==> config.mk <==
export PLATFORM = sky130hd
export DESIGN_NAME = pool_tile_scheduler
export DESIGN_NICKNAME = d
export VERILOG_FILES = /design/src/rtl/pool_pkg.sv /design/src/rtl/pool_tile_scheduler.sv
export SDC_FILE = /design/constraint.sdc
export NUM_CORES = 1
export LEC_CHECK = 0
export ABC_AREA = 1
export ABC_CLOCK_PERIOD_IN_PS = 7640
export CAP_MARGIN = 20
export CORE_ASPECT_RATIO = 1.1
export CORE_MARGIN = 2
export CORE_UTILIZATION = 48
export CTS_CLUSTER_DIAMETER = 200
export DETAILED_ROUTE_END_ITERATION = 8
export PLACE_DENSITY = 0.77
export SLEW_MARGIN = 10
export SYNTH_ARGS = -nofsm -noshare
export SYNTH_HDL_FRONTEND = slang
export SYNTH_SLANG_ARGS = --single-unit
==> constraint.sdc <==
create_clock -name clk -period 7.64 [get_ports clk]
set_input_delay 1.146 -clock clk [delete_from_list [all_inputs] [get_ports clk]]
set_output_delay 1.146 -clock clk [all_outputs]
set_load 0.02 [all_outputs]
==> src/rtl/pool_pkg.sv <==
// Shared types and geometry for the max-pool tile scheduler.
package pool_pkg;

  // Controller states for one pass over the feature map.
  typedef enum logic [2:0] {
    IDLE,
    FETCH,
    START,
    WAIT,
    WRITE,
    DONE
  } state_t;

  localparam int PIX_W  = 8;
  localparam int TILE   = 4;
  localparam int ROW_W  = TILE * PIX_W;
  localparam int TILE_W = TILE * ROW_W;

  // Phase value at which the final row of a tile is captured.
  localparam logic [2:0] FETCH_LAST = 3'(TILE);

endpackage

==> src/rtl/pool_tile_scheduler.sv <==
// Walks a feature map in 4x4 tiles, feeds each tile to the 2x2 max-pool
// engine and writes the pooled word back to SRAM.
module pool_tile_scheduler
  import pool_pkg::*;
#(
  parameter int MAP_W  = 8,
  parameter int MAP_H  = 8,
  parameter int ADDR_W = 8
) (
  input  logic              clk,
  input  logic              reset,
  input  logic              start,
  input  logic              abort,
  input  logic [ADDR_W-1:0] in_base,
  input  logic [ADDR_W-1:0] out_base,
  output logic              busy,
  output logic              done,
  output logic              rd_en,
  output logic [ADDR_W-1:0] rd_addr,
  input  logic [ROW_W-1:0]  rd_data,
  output logic              wr_en,
  output logic [ADDR_W-1:0] wr_addr,
  output logic [ROW_W-1:0]  wr_data,
  output logic              pool_start,
  output logic [TILE_W-1:0] pool_in,
  input  logic              pool_done,
  input  logic [ROW_W-1:0]  pool_out
);

  localparam int WPR       = MAP_W / TILE;
  localparam int TILE_ROWS = MAP_H / TILE;

  state_t            state, state_n;
  logic [2:0]        phase, phase_n;
  logic [ADDR_W-1:0] tr, tr_n, tc, tc_n;
  logic [ADDR_W-1:0] in_base_q, in_base_n, out_base_q, out_base_n;
  logic              take_result;
  logic              last_tile;
  logic              rd_en_n;
  logic [ADDR_W-1:0] rd_off, rd_addr_n, wr_addr_n;
  logic              wr_en_q;
  logic [ROW_W-1:0]  rows [TILE];

  assign last_tile = (tc == ADDR_W'(WPR - 1)) && (tr == ADDR_W'(TILE_ROWS - 1));

  // Next-state, counter and base-address decisions; abort overrides everything.
  always_comb begin
    state_n     = state;
    phase_n     = phase;
    tr_n        = tr;
    tc_n        = tc;
    in_base_n   = in_base_q;
    out_base_n  = out_base_q;
    take_result = 1'b0;
    case (state)
      IDLE: begin
        if (start && !abort) begin
          state_n    = FETCH;
          phase_n    = 3'd0;
          tr_n       = '0;
          tc_n       = '0;
          in_base_n  = in_base;
          out_base_n = out_base;
        end
      end
      FETCH: begin
        if (phase == FETCH_LAST) begin
          state_n = START;
          phase_n = 3'd0;
        end else begin
          phase_n = phase + 3'd1;
        end
      end
      START: begin
        if (pool_start) state_n = WAIT;
      end
      WAIT: begin
        if (pool_done) begin
          state_n     = WRITE;
          take_result = 1'b1;
        end
      end
      WRITE: begin
        if (tc == ADDR_W'(WPR - 1)) begin
          tc_n = '0;
          tr_n = tr + 1'b1;
        end else begin
          tc_n = tc + 1'b1;
        end
        phase_n = 3'd0;
        state_n = last_tile ? DONE : FETCH;
      end
      DONE:    state_n = IDLE;
      default: state_n = IDLE;
    endcase
    if (abort && (state != IDLE)) begin
      state_n     = IDLE;
      take_result = 1'b0;
    end
  end

  // Address arithmetic for the upcoming read and for the current tile's result.
  always_comb begin
    rd_en_n   = (state_n == FETCH) && (phase_n != FETCH_LAST);
    rd_off    = ADDR_W'((32'(tr_n) * 32'(TILE) + 32'(phase_n)) * 32'(WPR));
    rd_addr_n = rd_en_n ? (in_base_n + rd_off + tc_n) : '0;
    wr_addr_n = out_base_q + ADDR_W'(32'(tr) * 32'(WPR)) + tc;
  end

  // State, phase, tile counters and latched base addresses.
  always_ff @(posedge clk or posedge reset) begin
    if (reset) begin
      state      <= IDLE;
      phase      <= 3'd0;
      tr         <= '0;
      tc         <= '0;
      in_base_q  <= '0;
      out_base_q <= '0;
    end else begin
      state      <= state_n;
      phase      <= phase_n;
      tr         <= tr_n;
      tc         <= tc_n;
      in_base_q  <= in_base_n;
      out_base_q <= out_base_n;
    end
  end

  // Registered strobes and addresses, decoded from the state being entered.
  always_ff @(posedge clk or posedge reset) begin
    if (reset) begin
      busy       <= 1'b0;
      done       <= 1'b0;
      rd_en      <= 1'b0;
      rd_addr    <= '0;
      pool_start <= 1'b0;
      wr_en_q    <= 1'b0;
      wr_addr    <= '0;
      wr_data    <= '0;
    end else begin
      busy       <= state_n inside {FETCH, START, WAIT, WRITE};
      done       <= (state_n == DONE);
      rd_en      <= rd_en_n;
      rd_addr    <= rd_addr_n;
      pool_start <= (state_n == START) && !pool_done;
      wr_en_q    <= (state_n == WRITE);
      if (take_result) begin
        wr_addr <= wr_addr_n;
        wr_data <= pool_out;
      end
    end
  end

  // Row capture: the word read in phase k arrives and is stored in phase k+1.
  always_ff @(posedge clk or posedge reset) begin
    if (reset) begin
      for (int i = 0; i < TILE; i++) rows[i] <= '0;
    end else if ((state == FETCH) && (phase != 3'd0)) begin
      rows[2'(phase - 3'd1)] <= rd_data;
    end
  end

  assign pool_in = {rows[3], rows[2], rows[1], rows[0]};

  // An abort arriving during the write cycle cancels that write.
  assign wr_en = wr_en_q & ~abort;

endmodule

==> results.md, run 1 <==
Floorplanning:
- In this run the horizontal extent of the chip is 137.8 um.
- The top-level I/O count is 266.
- The die is 151.2 um tall.
- The starting density of the core is 0.4917.
- The floorplan has 53 rows.
- The area of the die is 20840 sq um.
- The area of the placeable core is 19230 sq um.

Drt:
- The first detailed-routing pass ran for 5 iterations.
- The via-per-instance ratio is 5.017.
- The final layout contains routed wiring with a total length of 25.05 mm.
- The number of design rule violations left after detail routing is 0.
- The final route contains 7751 vias.
- The antenna violation net count after detailed routing is 0.
- The violation count after the first detailed-routing iteration is 462.
- Dividing the detail-routed wire length by the instance count gives 16.21 um.

Worst setup path:
- The data required time of the critical path is 8.03 ns.
- The worst setup path is captured at a register.
- The critical path is of the input port to register type.
- Data arrives at the worst endpoint at 4.73 ns.
- The critical path launch point type is an input port.
- Of all nets on the critical path, the largest fanout is 19.

STA:
- The worst path in the final design needs a cycle of 4.338 ns, including I/O delays and setup.
- The worst slew margin relative to its limit is 0.3539.
- On the final layout, the worst clock skew is 0.02377 ns.
- For this run, the top clock speed supported by timing is 230.5 MHz.
- Setup violations remaining at the end of the flow were counted as 0.
- In the finished design, the share of the clock period the worst path needs comes to 0.5679.
- The transition time of the tightest slew-check pin is 0.9691 ns.
- Setup repair after global routing left no endpoint under its margin.
- The final max-slew violation count came to 0.
- The final-report hold violation count is 0.
- The total negative setup slack is 0 ns.

Clocking:
- The clock net in this run drives a total of 219 sinks.
- At the later pin of the worst-skew pair, clock insertion delay measures 0.51 ns.
- The longest clock path from root to sink contains 3 buffers.
- The number of gates resized after CTS was 0.
- The CTS tree is built.
- The number of buffers created by CTS is 23.
- The cell chosen for the clock root is sky130_fd_sc_hd__clkbuf_16.
- The H-tree level count is 1.
- The total of hold buffers inserted after clock tree synthesis is 0.
- The clock-pin slew reported for the worst setup and hold paths after clock tree synthesis is 0.06 ns.
- In this run the post-CTS setup repair buffer count came out at 0.

Layout:
- The repair_antennas step left the layout with diodes totalling 0.
- After the last flow step, the layout net total stands at 1405.
- Of the cells placed in the final design, the portion with a size suffix greater than 1 is 0.06703.
- The number of standard cells in the final layout excluding fillers is 1545.
- The layout has 1468 filler cells.
- From synthesis to final layout, the design area changed by 39.08%.

Synthesis:
- For this run, the leading register cell type out of synthesis is sky130_fd_sc_hd__dfrtp_1.
- Sorting the synthesized cells by area gives the leading types as sky130_fd_sc_hd__dfrtp_1, sky130_fd_sc_hd__nand2_1, sky130_fd_sc_hd__o21ai_0.
- Yosys printed 0 warnings.
- The synthesized design spends more area on one cell type than any other, namely sky130_fd_sc_hd__dfrtp_1.
- The synthesized netlist contains 38 unique library cells.
- For this run, the register share of the synthesized area comes to 0.5795.
- The number of flops mapped to enable cells by yosys is 0.
- Summing every instance area after synthesis gives 9457 sq um.
- The net count after synthesis is 1145.
- Synthesis inferred 219 register bits.
- The share of flip-flops with an asynchronous set or reset is 1.000.
- The share of the synthesized area in the top cell type is 0.5795.
- The average instance in the mapped netlist occupies 9.262 sq um.
- Synthesis produced a netlist whose cell count is 1021.

Pwr:
- For this design the ratio of total power to cell area is 431.0 nW/um^2.
- IR analysis of the VDD net gives a maximum drop of 0.2610 mV.
- The static leakage is 6.447 nW.

Global route:
- The number of global-route vias before repair is 7594.
- The met3 routing resource usage after global routing is 0.04284.
- The initial antenna violation count came to 0.
- The residual overflow from global routing is 0.
- In the global route stage, met1 resource usage came out at 0.3013.
- For met2 alone, demand over resource in global routing was 0.4139.
- The pin count of the biggest net entering global routing is 145.
- The first-pass GRT wire length is 39.39 mm.
- The most crowded layer after global routing is met2.
- The aggregate global-route resource usage is 0.2406.

Placement:
- The congestion estimate from routability-driven global placement came to 0.8630.
- The detailed placer's ending HPWL is 17.91 mm.
- The number of port buffers is 265.
- After detailed placement, the design holds a cell count of 1502.

Worst hold path:
- The worst hold path belongs to the class register to register.

Job:
- The number of maximum-capacitance violations is 0.

Status:
- The flow ran to the end, and the final reports show no timing, DRC or antenna violations.
## flip-flops by register name (all words and copies together) (netlist names)
| name | cells |
|---|---|
| in_base_q | 8 |
| out_base_q | 8 |
| pool_start | 1 |
| tc | 8 |
| rd_addr | 8 |
| wr_en_q | 1 |
| tr | 8 |
| phase | 3 |
| busy | 1 |
| rd_en | 1 |
| wr_addr | 8 |
| pool_in | 128 |
| state | 3 |
| done | 1 |
| wr_data | 32 |
## worst max-delay path, cell delays in order
cell and delay (ns):
sky130_fd_sc_hd__clkdlybuf4s50_1 0.42, sky130_fd_sc_hd__inv_1 0.12, sky130_fd_sc_hd__nand2_2 0.12, sky130_fd_sc_hd__inv_1 0.15, sky130_fd_sc_hd__nand2_4 0.16, sky130_fd_sc_hd__nand3_1 0.12, sky130_fd_sc_hd__o21ai_0 0.11, sky130_fd_sc_hd__ha_1 0.23
sky130_fd_sc_hd__ha_1 0.27, sky130_fd_sc_hd__inv_1 0.04, sky130_fd_sc_hd__fa_1 0.47, sky130_fd_sc_hd__inv_1 0.04, sky130_fd_sc_hd__ha_1 0.31, sky130_fd_sc_hd__a21oi_1 0.15, sky130_fd_sc_hd__o21ai_0 0.16, sky130_fd_sc_hd__nand2_1 0.13
sky130_fd_sc_hd__nand2_1 0.06, sky130_fd_sc_hd__a21oi_1 0.17, sky130_fd_sc_hd__nand3_1 0.12, sky130_fd_sc_hd__a21oi_1 0.15, sky130_fd_sc_hd__nor2_1 0.06
## final timing paths
path,slack (ns),from,cells past startpoint,to
max,3.30,abort,21,rd_addr[7]
max in group asynchronous,4.79,reset,3,in_base_q[2]
min,0.47,wr_data[14],2,wr_data[14]
min in group asynchronous,1.27,reset,2,pool_in[59]
min reg2reg,0.47,wr_data[14],2,wr_data[14]
max reg2reg,3.79,tc[0],20,rd_addr[7]
## stage by stage
| step | hold WS [ns] | setup WS [ns] | total power (W) | utilization | cell area (sq um) |
|---|---|---|---|---|---|
| finish | 0.4691 | 3.302 | 0.005669 | 0.6839 | 13150 |
| global route | 0.4936 | 2.928 | 0.006034 | 0.6839 | 13150 |
| CTS | 0.4727 | 3.327 | 0.005709 | 0.6825 | 13130 |
| detailed placement | 0.4574 | 2.799 | 0.004543 | 0.6416 | 12340 |
| global placement | 0.4541 | 2.938 | 0.004459 | 0.6416 | 12340 |
| floorplan | 0.4417 | 0.5013 | 0.003277 | - | 9457 |
## final cells by class
class,count,area (sq um),area share
sequential,219,5480,0.4167
multi-input combinational,657,3441,0.2616
timing repair buffer,271,2718,0.2066
clock buffer,31,645.6,0.04909
inverter,109,419.2,0.03187
tap,247,309.0,0.02350
clock inverter,11,140.1,0.01065
## power breakdown
group          switching (W)  total [W]  internal (W)
registers           0.000274    0.00193       0.00166
clock network       0.000449    0.00115      0.000697
logic                0.00145    0.00259       0.00114
total                0.00217    0.00567       0.00349
## cell usage after synthesis (6+ instances only)
master and n:
sky130_fd_sc_hd__a21oi_1 16, sky130_fd_sc_hd__buf_2 6, sky130_fd_sc_hd__clkbuf_1 27, sky130_fd_sc_hd__dfrtp_1 219, sky130_fd_sc_hd__fa_1 14, sky130_fd_sc_hd__ha_1 25
sky130_fd_sc_hd__inv_1 100, sky130_fd_sc_hd__inv_2 8, sky130_fd_sc_hd__nand2_1 330, sky130_fd_sc_hd__nand2_2 6, sky130_fd_sc_hd__nand3_1 25, sky130_fd_sc_hd__nor2_1 37
sky130_fd_sc_hd__o21ai_0 147, sky130_fd_sc_hd__xor2_1 6
## layer usage
| layer | vias up | share of wire |
|---|---|---|
| met1 | 3709 | 0.39 |
| met3 | 56 | 0.065 |
| met4 | 0 | 0.036 |
| li1 | 3744 | - |
| met5 | - | 0 |
| met2 | 242 | 0.51 |
## cells in the final DEF, fill, tap and decap left out, drive strengths merged
| master | count |
|---|---|
| clkinvlp | 1 |
| clkinv | 5 |
| nand3 | 26 |
| ha | 25 |
| nor3 | 6 |
| nand2 | 340 |
| nor2 | 45 |
| or2 | 5 |
| xnor2 | 4 |
| a21oi | 18 |
| nand3b | 1 |
| buf | 6 |
| a31oi | 3 |
| clkdlybuf4s50 | 265 |
| inv | 111 |
| o31ai | 3 |
| fa | 14 |
| o21ai | 151 |
| nand4 | 4 |
| xor2 | 6 |
| clkbuf | 31 |
| a22oi | 1 |
| nor4 | 1 |
| o32ai | 1 |
| a21o | 1 |
| bufinv | 3 |
| dfrtp | 219 |
| o22ai | 2 |
## logic make-up (layout without fill, tap and decap cells)
group,after synthesis,count (layout),synth area share
adders and majority gates,39,39,0.06272
buffers and inverters,145,422,0.05901
and+or+nand+nor,428,428,0.1887
AOI/OAI and AO/OA,180,180,0.1008
DFF,219,219,0.5795
xor gates and xnor gates,10,10,0.009261
No activity file was read; power rests on OpenSTA's default activity.
==> run 2: changes to the inputs <==
--- a/config.mk
+++ b/config.mk
@@ -6,7 +6,7 @@
 export NUM_CORES = 1
 export LEC_CHECK = 0
 export ABC_AREA = 1
-export ABC_CLOCK_PERIOD_IN_PS = 7640
+export ABC_CLOCK_PERIOD_IN_PS = 4150
 export CAP_MARGIN = 20
 export CORE_ASPECT_RATIO = 1.1
 export CORE_MARGIN = 2
==> constraint.sdc (replaced) <==
create_clock -name clk -period 4.15 [get_ports clk]
set_input_delay 0.6225 -clock clk [delete_from_list [all_inputs] [get_ports clk]]
set_output_delay 0.6225 -clock clk [all_outputs]
set_load 0.02 [all_outputs]
==> run 2 against run 1 <==
  * First-iteration DRC count fell by 15%
  * Sequential power is 84% higher
  * Total power increased by 84%
  * Clock skew is 0.0037 ns lower
  * Non-clock buffer count increased by 8
  * Wire length up 1.2%
  * Cell count increased by 0.52%
  * Clock power increased by 82%
  * Hold slack about the same
  * Count of clock-buffer cells in the layout grew 2
==> results.md, run 2 (synthesis results as in run 1) <==
Status:
- The flow ran to the end, and the final reports show no timing, DRC or antenna violations.

Floorplanning:
- After floorplanning, the core was sized to cover 19230 sq um.
- For this configuration, the core starts out at a cell density of 0.4917.
- The top-level I/O count is 266.
- The die is 137.8 um wide.
- The initialized floorplan defines 53 standard-cell rows.
- The floorplan step defined a die boundary enclosing 20840 sq um.
- The floorplan die height is 151.2 um.

Worst setup path:
- For the worst setup path, the data arrival time is 4.20 ns.
- The critical path launch point type is a register.
- The startpoint of the most critical register-to-register path is phase[0].
- The largest single stage delay on the critical path is 0.43 ns.
- The data required time of the critical path is 4.54 ns.
- The setup slack of the worst register-to-register path is 0.33 ns.
- The critical path is of the register to register type.
- For the worst flop-to-flop path, the logic depth is 21.
- Walking the worst path, the cells encountered are inv_1 > ha_1 > nand2_1 > inv_1 > nor2_1 > nand2_1 > a21oi_1 > ha_1 > ha_1 > inv_1 > fa_1 > inv_1 > ha_1 > a21oi_1 > o21ai_0 > nand2_1 > nand2_1 > a21oi_1 > nand3_1 > a21oi_1 > nor2_1.
- The slowest cell on the critical path is sky130_fd_sc_hd__dfrtp_1.
- STA classifies the critical path endpoint as a register.
- Along the worst path, the maximum fanout reaches 6.
- The endpoint identified for the worst register-to-register timing path is rd_addr[7].

Clocking:
- After clock tree synthesis, the setup repair step added 0 buffers.
- After clock tree synthesis, the clock-pin slew on the worst setup and hold paths is 0.06 ns.
- The count of instances resized after the clock tree is built is 0.
- The H-tree level count is 1.
- The number of buffers created by CTS is 23.
- The clock sink total is 219.
- The cell chosen for the clock root is sky130_fd_sc_hd__clkbuf_16.
- Buffers inserted to repair hold after CTS numbered 0.
- The clock latency reported for the late side of the worst-skew pair is 0.51 ns.
- TritonCTS built the clock tree.
- The clock passes through at most 3 buffers.

Layout:
- The fraction of layout cells with a size suffix above 1 is 0.07121.
- The top cell types in the final layout, fill and taps aside, are sky130_fd_sc_hd__nand2_1, sky130_fd_sc_hd__clkdlybuf4s50_1, sky130_fd_sc_hd__dfrtp_1.
- The flip-flop count of the largest register, all copies and words added is 128.
- The final core utilization is 0.6874.
- For this run, the post-layout net count is 1413.
- With fillers left out, the area of the finished cells amounts to 13220 sq um.
- The area added between synthesis and finish is 39.80%.
- The most frequent standard cell in the layout excluding fill and tap cells is sky130_fd_sc_hd__nand2_1.
- The number of antenna diodes in the final layout is 0.

STA:
- The final count of negative-setup-slack endpoints is 0.
- The final max-slew violation count is 0.
- At the pin with the least slew margin, the transition time is 0.7683 ns.
- The final-report hold violation count is 0.
- Setup repair after global routing left no endpoint under its margin.
- After layout, the minimum clock period comes to 3.816 ns.
- The worst clock skew is 0.02006 ns.
- In the finished design, the share of the clock period the worst path needs comes to 0.9195.
- The worst hold slack across all endpoints is 0.4693 ns.
- Adding up every negative setup slack in the final design gives 0 ns.
- The worst slew margin relative to its limit is 0.4871.
- The highest clock rate is 262.1 MHz.

Global route:
- The residual overflow from global routing is 0.
- The number of global-route vias before repair is 7801.
- The first global-routing pass estimated 39.72 mm of wire.
- The aggregate global-route resource usage is 0.2423.
- Entering global routing, the biggest net connects 70 pins.
- The initial antenna violation count is 0.

Placement:
- The detailed placer's ending HPWL is 18.43 mm.
- The post-detailed-placement cell area is 12440 sq um.
- The final estimated routing congestion in global placement is 0.9036.
- Port buffering added 265 buffers.

Drt:
- The routed layout has 7794 vias.
- The first TritonRoute pass finished after 5 iterations.
- The violation count after the first detailed-routing iteration is 392.
- The per-cell routed wire length is 16.32 um.
- The via-per-instance ratio is 5.019.
- The number of design rule violations left after detail routing is 0.
- The antenna violation net count after detailed routing is 0.
- The total routed wirelength is 25.34 mm.

Job:
- The number of maximum-capacitance violations is 0.

Pwr:
- Summed over all cells, the static leakage comes to 6.478 nW.
- The power consumption is 0.01045 W.
- The maximum VDD drop is 0.5102 mV.
- In this run the power density over the cells is 790.4 nW/um^2.

Worst hold path:
- The cell depth of the worst hold path is 2.
- The worst min-delay path endpoint is wr_data[22].
- The worst hold path class is register to register.
- The worst hold path begins at wr_data[22].
[run 2: where the power goes]
part,internal (W),leakage (nW),switching [W]
Clock,0.00128,0.382,0.000812
Sequential,0.00305,2.67,0.000509
Combinational,0.00211,3.42,0.00268
Total,0.00645,6.48,0.00400
[run 2: area by class of cell]
class / instances / area [sq um]
timing repair buffer: 279 / 2795
clock inverter: 9 / 126.4
fill: 1525 / 6011
clock buffer: 33 / 653.1
inverter: 109 / 415.4
tap: 247 / 309.0
sequential: 219 / 5480
multi-input combinational: 657 / 3441
[run 2: worst max-delay path by stage]
| stage | depth (start not counted) | start | slack (ns) | endpoint |
|---|---|---|---|---|
| after floorplan | 1 | reset | 0.67 | busy |
| after global placement | 21 | abort | 0.11 | rd_addr[7] |
| after detailed placement | 21 | abort | -0.05 | rd_addr[7] |
| after CTS | 20 | tc[0] | 0.36 | rd_addr[7] |
| after global routing | 21 | phase[0] | 0.007 | rd_addr[7] |
| final | 21 | phase[0] | 0.33 | rd_addr[7] |
[run 2: layer usage]
metal | up-vias | GRT usage | wire, um
met5 | - | 0 | 0
met4 | 0 | 0.1092 | 1021
met3 | 67 | 0.04786 | 1669
met2 | 257 | 0.4229 | 12880
met1 | 3709 | 0.2894 | 9771
li1 | 3761 | - | -
[run 2: per-stage QoR]
step,cells,setup WS [ns]
4_1_cts,1553,0.3589
3_5_place_dp,1511,-0.04510
2_1_floorplan,1021,0.6734
3_3_place_gp,1511,0.1104
5_1_grt,1553,0.006870
6_report,1553,0.3339
[run 2: critical path, delay by kind of cell, from the launching register on]
| family | cells | cell delay, ns |
|---|---|---|
| buffers and inverters | 4 | 0.28 |
| AND/OR/NAND/NOR | 7 | 0.70 |
| adder cells (fa/ha/maj) | 5 | 1.34 |
| AO/OA/AOI/OAI | 5 | 0.97 |
| flip-flops | 1 | 0.43 |
==> run 3: changes to the inputs <==
--- a/config.mk
+++ b/config.mk
@@ -7,13 +7,14 @@
 export LEC_CHECK = 0
 export ABC_AREA = 1
 export ABC_CLOCK_PERIOD_IN_PS = 4150
-export CAP_MARGIN = 20
+export CAP_MARGIN = 10
 export CORE_ASPECT_RATIO = 1.1
 export CORE_MARGIN = 2
 export CORE_UTILIZATION = 48
 export CTS_CLUSTER_DIAMETER = 200
 export DETAILED_ROUTE_END_ITERATION = 8
 export PLACE_DENSITY = 0.77
+export SKIP_CTS_REPAIR_TIMING = 1
 export SLEW_MARGIN = 10
 export SYNTH_ARGS = -nofsm -noshare
 export SYNTH_HDL_FRONTEND = slang
==> results of run 3 <==
The final DEF is identical to that of run 2; final timing and power are the same.
